$ cat config.mk
export PLATFORM = sky130hd
export DESIGN_NAME = if_prefetch_unit
export DESIGN_NICKNAME = d
export VERILOG_FILES = /design/src/rtl/if_prefetch_unit.sv
export SDC_FILE = /design/constraint.sdc
export NUM_CORES = 1
export LEC_CHECK = 0
export CAP_MARGIN = 20
export CORE_MARGIN = 2
export CORE_UTILIZATION = 59
export CTS_BUF_LIST = sky130_fd_sc_hd__clkbuf_4
export DETAILED_ROUTE_END_ITERATION = 8
export PLACE_DENSITY = 0.83
export SYNTH_ARGS = -nofsm -noshare
export SYNTH_HDL_FRONTEND = slang
export SYNTH_SLANG_ARGS = --single-unit
$ cat constraint.sdc
create_clock -name clk -period 14.6 [get_ports clk]
set_input_delay 2.92 -clock clk [delete_from_list [all_inputs] [get_ports clk]]
set_output_delay 2.92 -clock clk [all_outputs]
set_load 0.05 [all_outputs]
$ cat src/rtl/if_prefetch_unit.sv
`timescale 1ns / 1ps
`default_nettype none
// ============================================================================
// Module      : if_prefetch_unit
// Description : Instruction-fetch front end. Issues sequential word-aligned
//               fetch addresses to instruction memory over a valid/ready
//               request channel. Buffers in-order responses in a DEPTH-entry
//               prefetch FIFO. Presents {pc, instruction} pairs to the ID
//               stage. A redirect from EX flushes the FIFO and discards
//               responses that are still outstanding.
//
// Ports       : clk             - clock, rising edge
//               reset           - asynchronous, active-high
//               imem_req_valid  - fetch request valid
//               imem_req_ready  - memory accepts request
//               imem_req_addr   - fetch address (word aligned)
//               imem_resp_valid - in-order response valid
//               imem_resp_data  - fetched instruction
//               id_valid        - head entry valid to ID
//               id_ready        - ID consumes head
//               id_pc           - pc of head entry
//               id_instr        - instruction of head entry
//               redirect_valid  - flush and restart fetch
//               redirect_pc     - restart pc (bits [1:0] forced to zero)
//
// Revision    : 1.0 - initial release
// ============================================================================
module if_prefetch_unit #(
    parameter int unsigned     XLEN     = 32,
    parameter int unsigned     DEPTH    = 4,
    parameter logic [XLEN-1:0] RESET_PC = '0
) (
    input  logic            clk,
    input  logic            reset,
    output logic            imem_req_valid,
    input  logic            imem_req_ready,
    output logic [XLEN-1:0] imem_req_addr,
    input  logic            imem_resp_valid,
    input  logic [XLEN-1:0] imem_resp_data,
    output logic            id_valid,
    input  logic            id_ready,
    output logic [XLEN-1:0] id_pc,
    output logic [XLEN-1:0] id_instr,
    input  logic            redirect_valid,
    input  logic [XLEN-1:0] redirect_pc
);

    // Pointer width indexes DEPTH entries; counter width holds 0..DEPTH.
    localparam int unsigned  c_ptr_w = $clog2(DEPTH);
    localparam int unsigned  c_cnt_w = $clog2(DEPTH) + 1;
    localparam logic [c_cnt_w:0] c_depth = (c_cnt_w + 1)'(DEPTH);

    // ------------------------------------------------------------------
    // State
    // ------------------------------------------------------------------
    logic [XLEN-1:0]    r_fetch_pc;
    logic [XLEN-1:0]    r_resp_pc;
    logic [XLEN-1:0]    r_pc_mem    [DEPTH];
    logic [XLEN-1:0]    r_instr_mem [DEPTH];
    logic [c_ptr_w-1:0] r_rd_ptr;
    logic [c_ptr_w-1:0] r_wr_ptr;
    logic [c_cnt_w-1:0] r_count;
    logic [c_cnt_w-1:0] r_inflight;
    logic [c_cnt_w-1:0] r_drop_cnt;

    // ------------------------------------------------------------------
    // Combinational control
    // ------------------------------------------------------------------
    logic [c_cnt_w:0]   w_occupancy;
    logic               w_req_fire;
    logic               w_resp_ok;
    logic               w_resp_drop;
    logic               w_push;
    logic               w_pop;
    logic [c_cnt_w-1:0] w_inflight_next;
    logic [XLEN-1:0]    w_redirect_aligned;
    logic               w_unused_redirect_lsbs;

    // Credit: every FIFO slot is reserved either by a buffered entry or by
    // an outstanding request, so a response can always be pushed.
    assign w_occupancy = {1'b0, r_count} + {1'b0, r_inflight};

    assign imem_req_valid = !reset && !redirect_valid && (w_occupancy < c_depth);
    assign imem_req_addr  = r_fetch_pc;
    assign w_req_fire     = imem_req_valid && imem_req_ready;

    // A response with nothing outstanding is a protocol error and is ignored.
    assign w_resp_ok   = imem_resp_valid && (r_inflight != '0);
    // Responses belonging to a flushed fetch stream are discarded, including
    // one that coincides with the redirect itself.
    assign w_resp_drop = w_resp_ok && ((r_drop_cnt != '0) || redirect_valid);
    assign w_push      = w_resp_ok && !w_resp_drop;

    assign id_valid = !reset && (r_count != '0) && !redirect_valid;
    assign id_pc    = r_pc_mem[r_rd_ptr];
    assign id_instr = r_instr_mem[r_rd_ptr];
    assign w_pop    = id_valid && id_ready;

    assign w_redirect_aligned     = {redirect_pc[XLEN-1:2], 2'b00};
    assign w_unused_redirect_lsbs = ^redirect_pc[1:0];

    // Outstanding requests after this cycle's issue and response.
    always_comb begin
        w_inflight_next = r_inflight;
        case ({w_req_fire, w_resp_ok})
            2'b10:   w_inflight_next = r_inflight + c_cnt_w'(1);
            2'b01:   w_inflight_next = r_inflight - c_cnt_w'(1);
            default: w_inflight_next = r_inflight;
        endcase
    end

    // ------------------------------------------------------------------
    // Fetch / response / FIFO control registers
    // ------------------------------------------------------------------
    always_ff @(posedge clk or posedge reset) begin
        if (reset) begin
            r_fetch_pc <= RESET_PC;
            r_resp_pc  <= RESET_PC;
            r_rd_ptr   <= '0;
            r_wr_ptr   <= '0;
            r_count    <= '0;
            r_inflight <= '0;
            r_drop_cnt <= '0;
        end else begin
            r_inflight <= w_inflight_next;
            if (redirect_valid) begin
                // No issue or pop happens in a redirect cycle, so every
                // request still outstanding after this edge is stale.
                r_fetch_pc <= w_redirect_aligned;
                r_resp_pc  <= w_redirect_aligned;
                r_rd_ptr   <= '0;
                r_wr_ptr   <= '0;
                r_count    <= '0;
                r_drop_cnt <= w_inflight_next;
            end else begin
                if (w_req_fire) begin
                    r_fetch_pc <= r_fetch_pc + XLEN'(4);
                end
                if (w_push) begin
                    r_wr_ptr  <= r_wr_ptr + c_ptr_w'(1);
                    r_resp_pc <= r_resp_pc + XLEN'(4);
                end
                if (w_pop) begin
                    r_rd_ptr <= r_rd_ptr + c_ptr_w'(1);
                end
                case ({w_push, w_pop})
                    2'b10:   r_count <= r_count + c_cnt_w'(1);
                    2'b01:   r_count <= r_count - c_cnt_w'(1);
                    default: r_count <= r_count;
                endcase
                if (w_resp_ok && (r_drop_cnt != '0)) begin
                    r_drop_cnt <= r_drop_cnt - c_cnt_w'(1);
                end
            end
        end
    end

    // ------------------------------------------------------------------
    // FIFO storage. Cleared on reset so the head outputs read as zero
    // while reset is asserted.
    // ------------------------------------------------------------------
    always_ff @(posedge clk or posedge reset) begin
        if (reset) begin
            for (int i = 0; i < int'(DEPTH); i++) begin
                r_pc_mem[i]    <= '0;
                r_instr_mem[i] <= '0;
            end
        end else if (w_push && !redirect_valid) begin
            r_pc_mem[r_wr_ptr]    <= r_resp_pc;
            r_instr_mem[r_wr_ptr] <= imem_resp_data;
        end
    end

endmodule
`default_nettype wire

==> summary.txt, run 1 <==
Outcome
  • Status: finished, final reports clean

Synthesis
  • Synthesized cell area: 15000 sq um
  • Yosys cell types: 58
  • Top cell type's share of synthesized area: 53.6%
  • Post-Synth Simple-Gate Area: 7.17%
  • Main combinational cell family by area after synthesis: multiplexers
  • Post-synthesis sequential area ratio: 53.6%
  • Yosys top cell by area: dfrtp_1
  • Compound-Gate Fraction of Synth Area: 3.75%
  • Post-synth top cells: dfrtp_1 (321), mux2_2 (260), nand2_1 (67)
  • Synth area leaders: dfrtp_1 (54%), mux2_2 (20%), mux4_2 (9.3%), nand2_1 (1.7%), xnor2_1 (1.3%)
  • Main synth FF type: dfrtp_1
  • Most frequent cell after synthesis: dfrtp_1
  • Yosys warnings: 0
  • XOR/XNOR Fraction of Synth Area: 2.34%
  • Synth Area in Adders: 1.19%
  • Number of enable flip-flop cells after synthesis: 0
  • Async S/R FF share, synth: 100%
  • Synthesized area per cell: 13.8 sq um
  • Mux contribution to synthesized area: 29.1%
  • Seq cells post-synth: 321
  • Syn Inst Count: 1086

Run
  • Max-cap violations: 0

Worst setup path
  • WP data required: 11680 ps
  • Reg-to-reg startpoint: r_count[2]
  • Setup CP Type: primary input to output pin
  • Worst EP arrival: 4730 ps
  • Crit path max-delay family: buffers and inverters
  • Crit. End Element: output pin
  • Startpoint type of the worst setup path: primary input
  • CP max stage cell: clkdlybuf4s50_1
  • Crit path largest cell delay: 800 ps
  • CP max FO: 4
  • Crit path top cell by count: clkdlybuf4s50_1
  • Worst-path cell chain: clkdlybuf4s50_1, nor2_1, and3_1, clkdlybuf4s50_1
  • Buf+Inv Stages, Crit Path: 2
  • Worst setup path startpoint: reset

Pwr
  • Sequential share of power: 40.1%
  • Pleak: 8.07 nW
  • Psw: 1.08 mW
  • Switch share: 35.5%
  • Combinational share of power: 34.4%
  • Worst ir drop on vdd: 109 uV
  • Pwr Total: 3.03 mW
  • Clock Power Share: 25.5%
  • Int Pwr: 1.95 mW
  • Power Dens Cells: 169 nW/um^2

Placement
  • Dpl ws: 6960 ps
  • Cell Area, Placed: 16800 sq um
  • Dpl hpwl: 19.9 mm
  • I/O Buffers: 161
  • Gpl congestion: 0.868
  • Placed Cells: 1517

Clocking
  • Number of buffers created by CTS: 84
  • CTS tree: yes
  • Clock tree buffer depth: 3
  • H-tree Lvls: 3
  • Skew-Pair Late Insertion Delay: 690 ps
  • Post-CTS Setup Inserts: 0
  • CTS resizes: 0
  • Hold_buf cts: 0
  • CTS Root Cell: clkbuf_4
  • Clk pin slew, worst setup/hold paths: 60 ps
  • Clock sinks: 321

Timing
  • Setup violators final: 0
  • FMAX: 0.131 GHz
  • Final Critical Period: 7650 ps
  • Post-layout worst setup margin: 6950 ps
  • Final slew viol count: 0
  • Hold WS: 498 ps
  • Worst-Margin Slew: 957 ps
  • Final Hold Vio Count: 0
  • RSZ-0062 raised after global routing: no
  • Relative slew slack: 36.2%
  • Total negative setup slack: 0 ps
  • Worst Skew: 40.6 ps
  • Final period util: 52.4%

GRT
  • Total GRT Usage: 25.0%
  • Pin count of the biggest net entering global routing: 92
  • Initial antenna violation count: 1
  • First-pass GRT wire length: 52.5 mm
  • GRT overflow: 0
  • Vias in the first global route: 10300

Floorplan
  • Num ports: 168
  • Core region area: 25000 sq um
  • Starting Density: 59.8%
  • DIE AREA: 26700 sq um
  • Die W: 163 um
  • Site row count: 58
  • Die Ht: 163 um

Routing
  • Routed vias/inst: 5.92
  • DRC: 0
  • Post-Route WL: 32.1 mm
  • Post-route ant nets: 0
  • Iteration count of the initial detailed-routing pass: 6
  • Routed len/inst: 19.3 um
  • 1st-iter DRT viols: 811
  • Detailed-route via count: 9855

Layout
  • Fin area: 17900 sq um
  • Core Util, Final: 71.5%
  • Layout cells sized above 1: 36.4%
  • Fillers: 1704
  • Cell Count, Final, Fillers Out: 1665
  • Area delta synth->final: 19.5%
  • Nets: 1358

Worst hold path
  • HP Class: register to register
  • Hold path start: r_pc_mem[23]
worst reg2reg max path, cell delays in order, from the launching register on:
cell and delay [ps]:
dfrtp_1 420, ha_1 300, nor3_1 250, and4_1 660, inv_1 550, ha_1 380, inv_1 80, fa_1 420
mux2i_1 180, nand2_1 70, o21ai_0 100
sequential cells by signal (all words and copies together) (netlist names):
| name | flops |
|---|---|
| r_inflight | 3 |
| imem_req_addr | 30 |
| r_drop_cnt | 3 |
| r_pc_mem | 120 |
| r_count | 3 |
| r_rd_ptr | 2 |
| r_wr_ptr | 2 |
| r_instr_mem | 128 |
| r_resp_pc | 30 |
layout by cell type (no fill, tap or decap), drive strengths merged, types with 4 or more instances in the layout:
cell type,instances
o311ai,6
o21ai,32
o31ai,4
inv,23
mux2i,4
mux2,260
nand2,67
nand3,25
nand4,18
buf,13
a21oi,9
ha,11
clkdlybuf4s50,160
xnor2,23
xor2,17
dfrtp,321
and4,4
clkinv,19
mux4,62
conb,4
nor2,28
or3,6
clkbuf,121
nor3,13
o211ai,9
or4,5
nand2b,5
and3,6
or2,4
nor4,15
cells by family (layout without fill, tap and decap cells):
kind of cell               after synthesis  count (layout)
adders and majority gates               13              13
xor gates and xnor gates                40              40
DFF                                    321             321
buffers and inverters                   94             339
other                                    1               5
and+or+nand+nor                        206             206
muxes                                  326             326
AOI/OAI and AO/OA                       85              85
routing by layer:
layer  up-vias  wire length [um]  global-route usage (%)  part of all wire (%)
met3        58              2060                    5.28                   6.4
met4         0               534                    8.93                   1.7
li1       4429                 -                       -                     -
met1      5016             14000                    34.0                    44
met5         -                 0                       0                     0
met2       352             15400                    40.2                    48
path summary, 6_finish.rpt:
| path | depth (start not counted) | end | slack [ps] |
|---|---|---|---|
| max | 4 | imem_req_valid | 6950 |
| min | 1 | r_pc_mem[23] | 500 |
| max reg2reg | 10 | r_drop_cnt[1] | 11090 |
| min reg2reg | 1 | r_pc_mem[23] | 500 |
| max in group asynchronous | 6 | r_pc_mem[14] | 10010 |
| min in group asynchronous | 2 | imem_req_addr[3] | 2760 |
power by group through the flow:
stage	registers (mW)	logic, mW	clock network (mW)
2_1_floorplan	1.21	0.738	0
3_3_place_gp	1.21	1.03	0
3_5_place_dp	1.22	1.05	0
4_1_cts	1.21	1.05	0.793
5_1_grt	1.24	1.10	0.842
6_report	1.21	1.04	0.771
cell type report:
type | count | area (sq um) | area share (%)
clock inverters | 24 | 155 | 0.867
multi-input cells | 674 | 6550 | 36.6
flip-flops and latches | 321 | 8040 | 44.9
repair buffers | 173 | 1740 | 9.71
well taps | 330 | 413 | 2.31
inverters | 21 | 86.3 | 0.483
clock buffers | 121 | 908 | 5.08
diodes | 1 | 2.50 | 0.0140
No activity file was read; power rests on OpenSTA's default activity.
==> run 2: changes to the inputs <==
--- a/config.mk
+++ b/config.mk
@@ -7,10 +7,10 @@
 export LEC_CHECK = 0
 export CAP_MARGIN = 20
 export CORE_MARGIN = 2
-export CORE_UTILIZATION = 59
+export CORE_UTILIZATION = 53
 export CTS_BUF_LIST = sky130_fd_sc_hd__clkbuf_4
 export DETAILED_ROUTE_END_ITERATION = 8
-export PLACE_DENSITY = 0.83
+export PLACE_DENSITY = 0.79
 export SYNTH_ARGS = -nofsm -noshare
 export SYNTH_HDL_FRONTEND = slang
 export SYNTH_SLANG_ARGS = --single-unit
==> constraint.sdc (replaced) <==
create_clock -name clk -period 7.02 [get_ports clk]
set_input_delay 1.404 -clock clk [delete_from_list [all_inputs] [get_ports clk]]
set_output_delay 1.404 -clock clk [all_outputs]
set_load 0.05 [all_outputs]
==> run 2 against run 1 <==
Net effect:
- largest power group unchanged
- final area rose by 0.33%
- sequential power increased by 110%
- flip-flop and latch count stayed put
- clock-buffer cell count fell by 6
- register-to-register slack got worse by 7500 ps
- global-route usage is 2.5 points lower
- final cell count rose by 2.6%
- first-iteration DRC count shrank 19%
- power up 110%
- die area increased by 11%
==> summary.txt, run 2 (synthesized netlist as in run 1, its figures left out) <==
Worst setup path
  • CP max FO: 47 (was 4)
  • Startpoint type of the worst setup path: register (was primary input)
  • WP data required: 5620 ps (was 11680 ps)
  • Crit. End Element: output pin (unchanged)
  • Reg2reg end: r_drop_cnt[1] (unchanged)
  • Reg-to-reg startpoint: r_count[2] (unchanged)
  • R2r worst-path depth: 10 (unchanged)
  • Worst-path cell chain: buf_4, mux4_2, clkdlybuf4s50_1 (was clkdlybuf4s50_1, nor2_1, and3_1, clkdlybuf4s50_1)
  • CP max stage cell: dfrtp_4 (was clkdlybuf4s50_1)
  • Setup CP Type: register to output pin (was primary input to output pin)
  • Crit path largest cell delay: 1070 ps (was 800 ps)
  • Reg2Reg Setup Slack: 3610 ps (was 11090 ps)
  • Worst EP arrival: 3560 ps (was 4730 ps)

Clocking
  • Clock sinks: 321 (unchanged)
  • Clk pin slew, worst setup/hold paths: 60 ps (about the same)
  • Number of buffers created by CTS: 84 (unchanged)
  • CTS resizes: 0 (unchanged)
  • Hold_buf cts: 0 (unchanged)
  • Post-CTS Setup Inserts: 0 (unchanged)
  • Clock tree buffer depth: 3 (unchanged)
  • CTS tree: yes (unchanged)
  • Skew-Pair Late Insertion Delay: 690 ps (about the same)
  • CTS Root Cell: clkbuf_4 (unchanged)
  • H-tree Lvls: 3 (unchanged)

Layout
  • Most common cell after layout, fill and taps aside: dfrtp_1 (unchanged)
  • Most frequent cells in the layout: dfrtp_1 (319), mux2_2 (260), clkdlybuf4s50_1 (160) (unchanged)
  • Top reg by flops: r_instr_mem (unchanged)
  • Layout cells sized above 1: 36.3% (was 36.4%)
  • Top Registers: r_instr_mem (128), r_pc_mem (120) (unchanged)
  • Max FFs per register: 128 (unchanged)
  • Fin area: 18000 sq um (was 17900 sq um)
  • Nets: 1359 (was 1358)
  • Area delta synth->final: 19.9% (was 19.5%)

Placement
  • I/O Buffers: 161 (unchanged)
  • Cell Area, Placed: 16800 sq um (about the same)
  • Dpl hpwl: 20.7 mm (was 19.9 mm)
  • Gpl congestion: 0.870 (was 0.868)

Routing
  • Post-Route WL: 32.2 mm (was 32.1 mm)
  • Post-route ant nets: 0 (unchanged)
  • DRC: 0 (unchanged)
  • Routed len/inst: 18.9 um (was 19.3 um)
  • Routed vias/inst: 5.71 (was 5.92)
  • 1st-iter DRT viols: 654 (was 811)
  • Iteration count of the initial detailed-routing pass: 5 (was 6)
  • Detailed-route via count: 9753 (was 9855)

Timing
  • Final Hold Vio Count: 0 (unchanged)
  • Final slew viol count: 0 (unchanged)
  • FMAX: 0.201 GHz
  • RSZ-0062 raised after global routing: no (unchanged)
  • Final period util: 70.7%
  • Worst-Margin Slew: 985 ps (was 957 ps)
  • Setup violators final: 0 (unchanged)
  • Worst Skew: 45.4 ps (was 40.6 ps)
  • Hold WS: 499 ps (was 498 ps)
  • Total negative setup slack: 0 ps (unchanged)
  • Final Critical Period: 4960 ps
  • Relative slew slack: 34.1% (was 36.2%)

Pwr
  • Worst ir drop on vdd: 175 uV (was 109 uV)
  • Power Dens Cells: 349 nW/um^2 (was 169 nW/um^2)
  • Pleak: 8.06 nW (was 8.07 nW)

Floorplan
  • Die Ht: 172 um (was 163 um)
  • Starting Density: 53.9% (was 59.8%)
  • Num ports: 168 (unchanged)
  • Site row count: 61 (was 58)
  • DIE AREA: 29600 sq um (was 26700 sq um)
  • Core region area: 27800 sq um (was 25000 sq um)
  • Die W: 172 um (was 163 um)

Worst hold path
  • WHS Path Cells: 1 (unchanged)
  • Sink of the worst hold path: r_pc_mem[43] (was r_pc_mem[23])
  • Hold path start: r_pc_mem[43] (was r_pc_mem[23])
  • HP Class: register to register (unchanged)

Outcome
  • Status: finished, final reports clean (unchanged)

GRT
  • First-pass GRT wire length: 52.5 mm (about the same)
  • Vias in the first global route: 10100 (was 10300)
  • Initial antenna violation count: 1 (unchanged)
  • Pin count of the biggest net entering global routing: 162 (was 92)
  • Total GRT Usage: 22.5% (was 25.0%)
  • GRT overflow: 0 (unchanged)

Run
  • Max-cap violations: 0 (unchanged)
-- run 2: changes by cell type in the layout (fill, tap and decap cells not counted), moves of 2 or more --
cell,delta
inv_2,-2
buf_12,+2
clkinv_4,+3
clkbuf_4,-6
-- run 2: per-layer routing --
metal / GRT usage [%] / up-vias / wire length (um)
met5: 0 / - / 0
met2: 35.3 / 335 / 14900
met3: 5.63 / 59 / 2280
met1: 31.2 / 4943 / 14400
li1: - / 4416 / -
met4: 7.01 / 0 / 594
-- run 2: per-stage QoR --
step / utilization, % / worst slack (ps) / total power [mW] / std cells
global route: 64.6 / 1760 / 6.61 / 1708
global placement: 60.6 / 2480 / 4.66 / 1565
floorplan: - / 1340 / 4.05 / 1089
CTS: 64.3 / 1890 / 6.33 / 1704
detailed placement: 60.6 / 2430 / 4.72 / 1565
finish: 64.6 / 2060 / 6.26 / 1708
-- run 2: cell type report --
type	count	area, sq um
fill	2131	9830
sequential	321	8040
multi-input combinational	674	6550
timing repair buffer	174	1770
clock buffer	115	863
tap	378	473
clock inverter	24	170
inverter	21	82.6
antenna	1	2.50
-- run 2: worst max-delay path by stage --
| stage | start | end | slack [ps] | cells after the start |
|---|---|---|---|---|
| after floorplan | reset | imem_req_addr[10] | 1340 | 1 |
| final | r_rd_ptr[0] | id_pc[18] | 2060 | 3 |
| after global routing | r_rd_ptr[0] | id_pc[18] | 1760 | 3 |
| after detailed placement | imem_resp_valid | r_instr_mem[107] | 2430 | 7 |
| after global placement | reset | id_valid | 2480 | 4 |
| after CTS | r_rd_ptr[0] | id_pc[18] | 1890 | 3 |
-- run 2: worst max-delay path, delay by kind of cell, from the launching register on --
family / cells / cell delay, ps
flip-flops: 1 / 1070
buffers and inverters: 2 / 1220
multiplexers: 1 / 580
-- run 2: power by group --
group          total, mW  switching [mW]  internal (mW)
logic               2.16            1.22          0.941
clock network       1.58           0.748          0.833
registers           2.52           0.268           2.25
total               6.26            2.24           4.03
